**src/rtl/hack_pkg.sv**
```systemverilog
// Shared definitions for the Hack CPU controller: FSM encodings, instruction
// field positions and the jump-condition helper.
package hack_pkg;

  typedef logic [2:0] state_t;

  localparam state_t S_FETCH  = 3'd0;
  localparam state_t S_DECODE = 3'd1;
  localparam state_t S_MREAD  = 3'd2;
  localparam state_t S_EXEC   = 3'd3;
  localparam state_t S_MWRITE = 3'd4;

  localparam int A_BIT    = 15;
  localparam int ABIT_SEL = 12;
  localparam int COMP_HI  = 11;
  localparam int COMP_LO  = 6;
  localparam int DEST_HI  = 5;
  localparam int DEST_LO  = 3;
  localparam int JUMP_HI  = 2;
  localparam int JUMP_LO  = 0;

  localparam int DEST_M = 0;
  localparam int DEST_D = 1;
  localparam int DEST_A = 2;

  // jump bits are {lt,eq,gt}; gt means strictly positive (not negative, not zero)
  function automatic logic jump_taken(input logic [2:0] j, input logic n, input logic z);
    return (j[2] & n) | (j[1] & z) | (j[0] & ~n & ~z);
  endfunction

endpackage

```
**src/rtl/hack_decode.sv**
```systemverilog
// Combinational split of a Hack instruction word plus jump-condition evaluation.
module hack_decode
  import hack_pkg::*;
(
  input  logic [15:0] instr,
  input  logic        n,
  input  logic        z,
  output logic        is_c,
  output logic        a_sel,
  output logic [5:0]  comp,
  output logic [2:0]  dest,
  output logic [2:0]  jump,
  output logic        taken
);

  assign is_c  = instr[A_BIT];
  assign a_sel = instr[ABIT_SEL];
  assign comp  = instr[COMP_HI:COMP_LO];
  assign dest  = instr[DEST_HI:DEST_LO];
  assign jump  = instr[JUMP_HI:JUMP_LO];
  assign taken = jump_taken(jump, n, z);

endmodule

```
**src/rtl/hack_cpu_ctrl.sv**
```systemverilog
// Multi-cycle Hack CPU controller: owns A/D/M/PC, sequences fetch, optional
// M read, execute on an external ALU, optional M write, and commit.
module hack_cpu_ctrl
  import hack_pkg::*;
(
  input  logic        clk,
  input  logic        rst,
  output logic        imem_req,
  output logic [14:0] imem_addr,
  input  logic        imem_ack,
  input  logic [15:0] imem_data,
  output logic        dmem_req,
  output logic        dmem_we,
  output logic [14:0] dmem_addr,
  output logic [15:0] dmem_wdata,
  input  logic        dmem_ack,
  input  logic [15:0] dmem_rdata,
  output logic [15:0] alu_x,
  output logic [15:0] alu_y,
  output logic [5:0]  alu_fn,
  input  logic [15:0] alu_out,
  input  logic        alu_zero,
  output logic [14:0] pc
);

  state_t      state;
  logic        run;
  logic [14:0] pc_q;
  logic [15:0] a_q, d_q, m_q, instr, res;
  logic        z_q, n_q;

  logic        is_c, a_sel, taken;
  logic [5:0]  comp;
  logic [2:0]  dest, jump;
  logic        n_sel, z_sel;
  logic        do_commit;
  logic [15:0] cval;
  logic [14:0] pc_inc;

  // EXEC commits directly when there is no M write, so flags come straight off the ALU
  assign n_sel = (state == S_EXEC) ? alu_out[15] : n_q;
  assign z_sel = (state == S_EXEC) ? alu_zero    : z_q;

  hack_decode u_dec (
    .instr (instr),
    .n     (n_sel),
    .z     (z_sel),
    .is_c  (is_c),
    .a_sel (a_sel),
    .comp  (comp),
    .dest  (dest),
    .jump  (jump),
    .taken (taken)
  );

  // run holds requests low for the first cycle out of reset
  assign imem_req   = (state == S_FETCH) && run;
  assign imem_addr  = pc_q;
  assign dmem_req   = (state == S_MREAD) || (state == S_MWRITE);
  assign dmem_we    = (state == S_MWRITE);
  assign dmem_addr  = a_q[14:0];
  assign dmem_wdata = res;
  assign alu_x      = d_q;
  assign alu_y      = a_sel ? m_q : a_q;
  assign alu_fn     = comp;
  assign pc         = pc_q;
  assign pc_inc     = pc_q + 15'd1;

  assign do_commit = ((state == S_EXEC) && !dest[DEST_M]) ||
                     ((state == S_MWRITE) && dmem_ack);
  assign cval      = (state == S_EXEC) ? alu_out : res;

  always_ff @(posedge clk) begin
    if (rst) begin
      state <= S_FETCH;
      run   <= 1'b0;
      pc_q  <= '0;
      a_q   <= '0;
      d_q   <= '0;
      m_q   <= '0;
      instr <= '0;
      res   <= '0;
      z_q   <= 1'b0;
      n_q   <= 1'b0;
    end else begin
      run <= 1'b1;
      case (state)
        S_FETCH: if (run && imem_ack) begin
          instr <= imem_data;
          state <= S_DECODE;
        end
        S_DECODE: begin
          if (!is_c) begin
            a_q   <= {1'b0, instr[14:0]};
            pc_q  <= pc_inc;
            state <= S_FETCH;
          end else begin
            state <= a_sel ? S_MREAD : S_EXEC;
          end
        end
        S_MREAD: if (dmem_ack) begin
          m_q   <= dmem_rdata;
          state <= S_EXEC;
        end
        S_EXEC: begin
          res   <= alu_out;
          z_q   <= alu_zero;
          n_q   <= alu_out[15];
          state <= dest[DEST_M] ? S_MWRITE : S_FETCH;
        end
        S_MWRITE: if (dmem_ack) state <= S_FETCH;
        default: state <= S_FETCH;
      endcase
      // jump target and write address use A before this commit
      if (do_commit) begin
        if (dest[DEST_D]) d_q <= cval;
        if (dest[DEST_A]) a_q <= cval;
        pc_q <= taken ? a_q[14:0] : pc_inc;
      end
    end
  end

endmodule

```
**config.mk**
```make
export PLATFORM = sky130hd
export DESIGN_NAME = hack_cpu_ctrl
export DESIGN_NICKNAME = d
export VERILOG_FILES = /design/src/rtl/hack_pkg.sv /design/src/rtl/hack_decode.sv /design/src/rtl/hack_cpu_ctrl.sv
export SDC_FILE = /design/constraint.sdc
export NUM_CORES = 1
export LEC_CHECK = 0
export BUFFER_PORTS_ARGS = -buffer_cell sky130_fd_sc_hd__buf_2
export CORE_MARGIN = 1
export CORE_UTILIZATION = 46
export DETAILED_ROUTE_END_ITERATION = 6
export GPL_TIMING_DRIVEN = 0
export PLACE_DENSITY = 0.74
export SYNTH_ARGS = -nofsm -noshare
export SYNTH_HDL_FRONTEND = slang
export SYNTH_HIERARCHICAL = 1
export SYNTH_SLANG_ARGS = --single-unit
```
**constraint.sdc**
```tcl
create_clock -name clk -period 2.9 [get_ports clk]
set_clock_uncertainty 0.15 [all_clocks]
set_input_delay 0.29 -clock clk [delete_from_list [all_inputs] [get_ports clk]]
set_output_delay 0.29 -clock clk [all_outputs]
set_load 0.02 [all_outputs]
```
==> results of run 1 <==
==> per-stage QoR <==
stage	utilization	area (sq um)	setup TNS [ns]	instances	hold slack [ns]
final	0.596	5860	0	832	0.00684
after global routing	0.596	5860	0	832	0.00624
after global placement	0.573	5630	-6.58	817	0.288
after detailed placement	0.573	5630	-7.88	817	0.296
after CTS	0.596	5860	0	834	0.00132
after floorplan	-	4690	0	531	0.276
==> repair_timing <==
item                       in CTS  in global routing
hold buffers                    1                  0
hold endpoints to repair        1                  0
setup endpoints to repair      15                 15
gates resized for setup         8                  7
==> cell type report <==
cell class              instances  area, sq um  area share
multi-input cells             346         2200       0.375
flip-flops and latches        101         2020       0.345
inverters                       5         18.8     0.00320
plain buffers                  77          479      0.0818
well taps                     133          166      0.0284
repair buffers                154          776       0.132
clock inverters                 7         73.8      0.0126
clock buffers                   9          124      0.0211
==> metal layers <==
metal,GRT usage,routed length [um],share of wire,up-vias
li1,-,-,-,2130
met1,0.349,5970,0.44,2088
met2,0.429,6440,0.47,202
met3,0.0468,1000,0.073,24
met4,0.0997,278,0.020,0
met5,0,0,0,-
==> registers in the layout, indices dropped and copies added (netlist names) <==
register / flops
a_q: 16
alu_x: 16
dmem_wdata: 16
instr: 16
m_q: 16
imem_addr: 15
state: 3
n_q: 1
run: 1
z_q: 1
==> power by group through the flow <==
stage	registers [W]	logic, W	clock network [W]
after global routing	0.00142	0.000214	0.000977
after floorplan	0.00145	0.000115	0
after detailed placement	0.00145	0.000192	0
after CTS	0.00142	0.000195	0.000908
after global placement	0.00145	0.000188	0
final	0.00142	0.000197	0.000908
==> critical path, delay by kind of cell (launching register included) <==
kind | cells | cell delay [ns]
DFF | 1 | 0.38
muxes | 1 | 0.41
buffers and inverters | 4 | 1.12
==> path summary, 6_finish.rpt <==
path / to / slack [ns] / from
max: alu_y[7] / 0.19 / instr[12]
min: instr[11] / 0.007 / imem_data[11]
max reg2reg: imem_addr[10] / 0.19 / state[2]
min reg2reg: m_q[0] / 0.31 / m_q[0]
==> key figures, run 1 <==
CTS
  – CTS tree: built
  – Clock sink total: 101
  – Setup repair bufs after CTS: 0
  – Clk Latency, worst-skew pair: 0.36 ns
  – CTS root buf: clkbuf_8
  – Max Buffers Root-to-Sink: 2
  – Total CTS buffers: 9
  – CTS H-tree depth: 3
  – Clk slew on worst S/H paths: 0.10 ns

Timing
  – Period utilisation layout: 0.935
  – Slew headroom: 0.312
  – Final Setup Violations: 0
  – Tmin final: 2.71 ns
  – Tightest Pin Transition: 1.02 ns
  – RSZ-0062 raised after global routing: false
  – Slew Viols, Final: 0
  – Fin worst setup slack: 0.189 ns
  – Final hold violations: 0
  – Max Clk Rate: 369 MHz

Pwr
  – Register share of total power: 0.563
  – NetSw: 0.000637 W
  – Internal Power: 0.00189 W
  – P_leak: 2.69 nW
  – Comb pwr share: 0.078
  – Switching Share: 0.252
  – Peak supply drop: 231 uV
  – Pwr per Cell Area: 431 nW/um^2
  – Clock Power Share: 0.360
  – Power Total: 0.00253 W

GRT
  – Number of global-route vias before repair: 4,044
  – Global route overflow: 0
  – GRT Util Overall: 0.263
  – First-pass GRT wire length: 20.9 mm
  – Pin count of the biggest net entering global routing: 18
  – Initial antenna violation count: 0

Drt
  – Drt via density: 5.34
  – TritonRoute pass-1 iters: 5
  – Routed Antenna Nets: 0
  – Routed WL per cell: 16.5 um
  – Initial DRC count: 212
  – Via count: 4,444
  – DRT Wirelength: 13.7 mm
  – # DRC: 0

Worst setup path
  – Startpoint types: flop
  – CP Data Arrival Time: 2.27 ns
  – Slowest CP cell: buf_1
  – CP Max Fanout: 10
  – Critical Setup Path Class: flop to output port
  – Critical path capture point type: output port
  – CP required: 2.46 ns
  – Crit path cell chain: buf_4 > clkbuf_1 > buf_1 > mux2_2 > buf_2
  – Reg2Reg Depth: 9
  – Max incr delay on CP: 0.50 ns

Floorplan
  – IO Pins: 155
  – Total die area: 10,600 sq um
  – Core area: 9820 sq um
  – Die width: 103 um
  – Vert. Die Dim: 103 um
  – Row cnt: 36
  – Initial Util: 0.478

Cells and area
  – Share of layout cells above drive strength 1: 0.372
  – Layout area overhead: 24.8%
  – Fill cell count: 932
  – Most common cell after layout, fill and taps aside: buf_2
  – Nets@finish: 748
  – ANT cells: 0
  – Most frequent cells in the layout: 159 x buf_2, 101 x dfxtp_1, 77 x nand2_1, 58 x nor2_1, 44 x buf_4

Yosys
  – Post-synthesis area per instance: 8.84 sq um
  – Synthesized Nets: 585
  – Synth Warn #: 6
  – Netlist Area Pre-Place: 4690 sq um
  – Cells after Synth: 531

Placed design
  – Quantity of I/O buffers inserted on ports: 153
  – GP Congestion: 0.826
  – Pre-CTS setup slack: -0.575 ns
  – Post-DP HPWL: 10.2 mm

Flow run
  – MaxCap Viol Count: 0

Min path
  – Hold crit path type: input port to flop
  – Hold path depth: 3

Status
  – Status: finished clean
(Power assumes the default switching activity.)
==> run 2: changes to the inputs <==
Settings changed: PLACE_DENSITY 0.74 to 0.86.
==> run 2 against run 1 <==
Against the previous run: critical endpoint is now imem_addr[4]; routed wire length up 2.1%; first-iteration DRC count grew 28%; design area up 1.1%; clock power fell by 5.4%; critical path type is now flop to flop; the run now ends with negative hold slack left; maximum frequency decreased by 3.7%; worst hold slack lost 0.012 ns; power decreased by 1.7%; sequential power is essentially flat.
==> key figures, run 2 (synthesis gave the netlist of run 1 again) <==
Drt
  – Via count: 4,583
  – # DRC: 0
  – Routed WL per cell: 16.6 um
  – TritonRoute pass-1 iters: 5
  – Routed Antenna Nets: 0
  – DRT Wirelength: 14.0 mm
  – Initial DRC count: 271
  – Drt via density: 5.46

Floorplan
  – Row cnt: 36
  – Die width: 103 um
  – Vert. Die Dim: 103 um
  – Core area: 9820 sq um
  – Total die area: 10,600 sq um
  – Initial Util: 0.478
  – IO Pins: 155

Timing
  – Max Clk Rate: 355 MHz
  – Final hold violations: 2
  – Final hold slack: -0.00472 ns
  – Slew headroom: 0.252
  – Final Setup Violations: 0
  – Tmin final: 2.81 ns
  – Slew Viols, Final: 0
  – Tightest Pin Transition: 1.11 ns
  – RSZ-0062 raised after global routing: false
  – Period utilisation layout: 0.970

GRT
  – Initial antenna violation count: 0
  – Number of global-route vias before repair: 4,269
  – Pin count of the biggest net entering global routing: 19
  – GRT Util Overall: 0.266
  – First-pass GRT wire length: 21.5 mm
  – Global route overflow: 0

Cells and area
  – Fill cell count: 846
  – Nets@finish: 756
  – Most frequent cells in the layout: 159 x buf_2, 101 x dfxtp_1, 77 x nand2_1, 58 x nor2_1, 44 x buf_4
  – Most common cell after layout, fill and taps aside: buf_2
  – Reg area: 2020 sq um
  – Fin cells: 840
  – Layout area overhead: 26.1%
  – Share of layout cells above drive strength 1: 0.369
  – Multi-input logic area: 2200 sq um
  – ANT cells: 0

Worst setup path
  – Max incr delay on CP: 0.39 ns
  – Startpoint types: flop
  – Critical path capture point type: flop
  – CP Data Arrival Time: 2.91 ns
  – CP required: 2.99 ns
  – Slowest CP cell: dfxtp_1
  – Critical Setup Path Class: flop to flop
  – CP Max Fanout: 10
  – Crit path cell chain: buf_4 > nand3b_1 > buf_6 > buf_6 > mux2_2 > nor3b_1 > a221o_1 > o21ai_4 > buf_4 > a21oi_1 > o32ai_1

Flow run
  – MaxCap Viol Count: 0

CTS
  – CTS root buf: clkbuf_8
  – Total CTS buffers: 9
  – Max Buffers Root-to-Sink: 2
  – CTS tree: built
  – Clock sink total: 101
  – Clk slew on worst S/H paths: 0.10 ns
  – Clk Latency, worst-skew pair: 0.38 ns
  – CTS H-tree depth: 3

Pwr
  – Pwr per Cell Area: 420 nW/um^2
  – P_leak: 2.72 nW
  – Peak supply drop: 205 uV

Placed design
  – Quantity of I/O buffers inserted on ports: 153
  – Post-DP HPWL: 10.5 mm
  – Placed insts: 817
  – GP Congestion: 0.836

Status
  – Failing checks: negative hold slack
  – Status: complete, but fails checks

Min path
  – Hold crit path type: input port to flop
run 2: changes by cell type in the layout (fill, tap and decap cells not counted), sizes merged:
| cell | change |
|---|---|
| dlygate4sd3 | +7 |
| buf | +2 |
| inv | +2 |
| bufinv | -1 |
| clkbuf | -1 |
| clkinvlp | -1 |
run 2: repair_timing:
action	in CTS	in global routing
buffers inserted	0	0
gates cloned	0	0
setup endpoints to repair	15	14
endpoints found under the hold margin	5	3
gates resized for setup	7	10
hold buffers	5	3
run 2: metal layers:
metal / vias up / GRT usage / part of all wire
met4: 0 / 0.111 / 0.024
met3: 37 / 0.0651 / 0.077
met1: 2160 / 0.329 / 0.42
met5: - / 0 / 0
met2: 229 / 0.445 / 0.48
li1: 2157 / - / -
run 2: critical path: cells and delay by family, from the launching register on:
kind,cells,cell delay (ns)
buf+inv,4,0.77
compound gates,4,0.61
flops,1,0.39
mux,1,0.39
simple gates,2,0.38
run 2: worst paths after layout:
| path | start | end | slack, ns | cells after the start |
|---|---|---|---|---|
| setup / recovery | state[2] | imem_addr[4] | 0.09 | 11 |
| setup reg to reg | state[2] | imem_addr[4] | 0.09 | 11 |
| hold reg to reg | m_q[9] | m_q[9] | 0.31 | 2 |
| hold / removal | imem_data[7] | instr[7] | -0.005 | 3 |
run 2: layout make-up:
| cell class | count | share of cell area |
|---|---|---|
| tap | 133 | 0.0281 |
| clock buffer | 9 | 0.0209 |
| buffer | 78 | 0.0824 |
| multi-input combinational | 346 | 0.371 |
| inverter | 5 | 0.00317 |
| sequential | 101 | 0.342 |
| timing repair buffer | 161 | 0.143 |
| clock inverter | 7 | 0.00972 |
run 2: metrics by stage:
step / area, sq um / total power, W / utilization / setup TNS [ns] / setup slack, ns
4_1_cts: 5870 / 0.00247 / 0.598 / 0 / 0.00479
3_3_place_gp: 5630 / 0.00164 / 0.573 / -6.53 / -0.498
2_1_floorplan: 4690 / 0.00156 / - / 0 / 0.0494
6_report: 5920 / 0.00248 / 0.603 / 0 / 0.0858
3_5_place_dp: 5630 / 0.00164 / 0.573 / -7.27 / -0.532
5_1_grt: 5920 / 0.00255 / 0.603 / 0 / 0.0331
run 2: power breakdown:
part	internal (W)	switching, W
sequential	0.00140	0.0000175
combinational	0.0000902	0.000114
clock	0.000325	0.000535
total	0.00182	0.000666
==> run 3: changes to the inputs <==
Settings changed: CORE_MARGIN 1 to 4.
==> run 3 against run 2 <==
Against the previous run: register-to-register slack better by 0.12 ns; non-clock buffer count up 11; flip-flop and latch count unchanged; critical path depth down 6; first-iteration DRC count up 31%; the flow now finishes without violations; routed wire length up 6.3%; worst setup slack better by 0.074 ns; maximum frequency up 2.7%; sequential power about the same; critical endpoint is now alu_y[10]; largest power group unchanged; via count up 0.24%; power up 6.3%.
==> key figures, run 3 (synthesis gave the netlist of run 1 again) <==
Drt
  – DRT Wirelength: 14.9 mm
  – Initial DRC count: 356
  – TritonRoute pass-1 iters: 5
  – Drt via density: 5.40
  – Via count: 4,594
  – Routed Antenna Nets: 0
  – # DRC: 0
  – Routed WL per cell: 17.5 um

Timing
  – Final hold violations: 0
  – RSZ-0062 raised after global routing: false
  – Slew Viols, Final: 0
  – Slew headroom: 0.312
  – Final Setup Violations: 0
  – Tmin final: 2.74 ns
  – Tightest Pin Transition: 1.02 ns
  – Max Clk Rate: 365 MHz
  – TNS Setup: 0 ns
  – Period utilisation layout: 0.945

Cells and area
  – Most frequent cells in the layout: 160 x buf_2, 101 x dfxtp_1, 77 x nand2_1, 58 x nor2_1, 44 x buf_4
  – Nets@finish: 767
  – ANT cells: 0
  – Most common cell after layout, fill and taps aside: buf_2
  – Share of layout cells above drive strength 1: 0.362
  – Layout area overhead: 29.2%
  – Final core occ: 0.615

Pwr
  – Pwr per Cell Area: 435 nW/um^2
  – P_leak: 2.78 nW
  – Power Total: 0.00264 W
  – Peak supply drop: 260 uV

Placed design
  – Quantity of I/O buffers inserted on ports: 153
  – GP Congestion: 0.892
  – Post-DP HPWL: 11.0 mm

Worst setup path
  – Reg2Reg Depth: 8
  – Startpoint types: flop
  – Slowest CP cell: buf_1
  – Critical path capture point type: output port
  – Max incr delay on CP: 0.49 ns
  – R2R Setup Slk: 0.21 ns
  – RR Endpoint: imem_addr[0]
  – Crit path cell chain: buf_4 > clkbuf_1 > buf_1 > mux2_2 > buf_2
  – Worst Path Buf+Inv: 4
  – CP required: 2.46 ns
  – Cell family with most CP delay: buffers and inverters
  – Critical Setup Path Class: flop to output port
  – CP Data Arrival Time: 2.30 ns
  – CP Max Fanout: 10
  – Worst r2r src: state[2]

CTS
  – Total CTS buffers: 9
  – Clk slew on worst S/H paths: 0.10 ns
  – CTS tree: built
  – Clock sink total: 101
  – CTS root buf: clkbuf_8
  – CTS H-tree depth: 3
  – Setup repair bufs after CTS: 0
  – Max Buffers Root-to-Sink: 2
  – Clk Latency, worst-skew pair: 0.38 ns

Min path
  – WHS Endpoint: instr[0]
  – Hold crit path type: input port to flop
  – Hold path depth: 3
  – Hold Crit Start: imem_data[0]

GRT
  – Global route overflow: 0
  – GRT Util Overall: 0.251
  – Pin count of the biggest net entering global routing: 18
  – Number of global-route vias before repair: 4,481
  – Initial antenna violation count: 0
  – First-pass GRT wire length: 23.1 mm

Floorplan
  – Core area: 9860 sq um
  – Total die area: 11,900 sq um
  – Row cnt: 36
  – IO Pins: 155
  – Die width: 109 um
  – Vert. Die Dim: 109 um
  – Initial Util: 0.476

Flow run
  – MaxCap Viol Count: 0

Status
  – Status: finished clean
==> run 3: through the flow <==
stage          hold slack (ns)  instance area (sq um)  setup slack [ns]  instances
2_1_floorplan            0.276                   4690            0.0494        531
3_3_place_gp             0.289                   5630            -0.479        817
3_5_place_dp             0.297                   5630            -0.525        817
4_1_cts               0.000786                   6050            0.0129        851
5_1_grt                0.00620                   6060            0.0296        851
6_report                0.0114                   6060             0.159        851
==> run 3: layout make-up <==
type	instances	area, sq um
Clock buffer	9	124
Timing Repair Buffer	173	966
Inverter	5	18.8
Multi-Input combinational cell	346	2200
Tap cell	133	166
Clock inverter	7	98.8
Fill cell	810	3800
Buffer	77	470
Sequential cell	101	2020
==> run 3: repair_timing <==
| action | in CTS | in global routing |
|---|---|---|
| endpoints found under the setup margin | 15 | 15 |
| hold buffers | 19 | 1 |
| hold endpoints to repair | 19 | 1 |
| gates resized for setup | 6 | 7 |
==> run 3: worst reg2reg max path: stages, from the launching register on <==
cell and delay [ns]:
dfxtp_1 0.38, buf_4 0.19, nand3b_1 0.13, buf_6 0.24, mux2_2 0.41, a221o_1 0.40
o21a_2 0.22, or3_1 0.37, a21oi_1 0.14
==> run 3: how the worst max path moves through the flow <==
stage,slack (ns),start,end,cells past startpoint
3_3_place_gp,-0.48,state[2],imem_addr[10],10
2_1_floorplan,0.05,state[2],imem_addr[10],10
6_report,0.16,instr[12],alu_y[10],5
5_1_grt,0.03,instr[12],alu_y[10],5
4_1_cts,0.01,state[2],imem_addr[10],10
3_5_place_dp,-0.52,state[2],imem_addr[10],10
==> run 3: report_power, final <==
| group | switching, W | leakage, nW | internal [W] |
|---|---|---|---|
| registers | 0.0000180 | 0.816 | 0.00140 |
| clock network | 0.000512 | 0.110 | 0.000490 |
| logic | 0.000117 | 1.85 | 0.000101 |
==> run 3: metal layers <==
layer	share of wire	global-route usage	wire [um]	vias to the layer above
met5	0	0	0	-
met2	0.50	0.430	7390	234
met3	0.073	0.0539	1080	38
met1	0.40	0.309	5970	2153
met4	0.028	0.0920	410	0
li1	-	-	-	2169
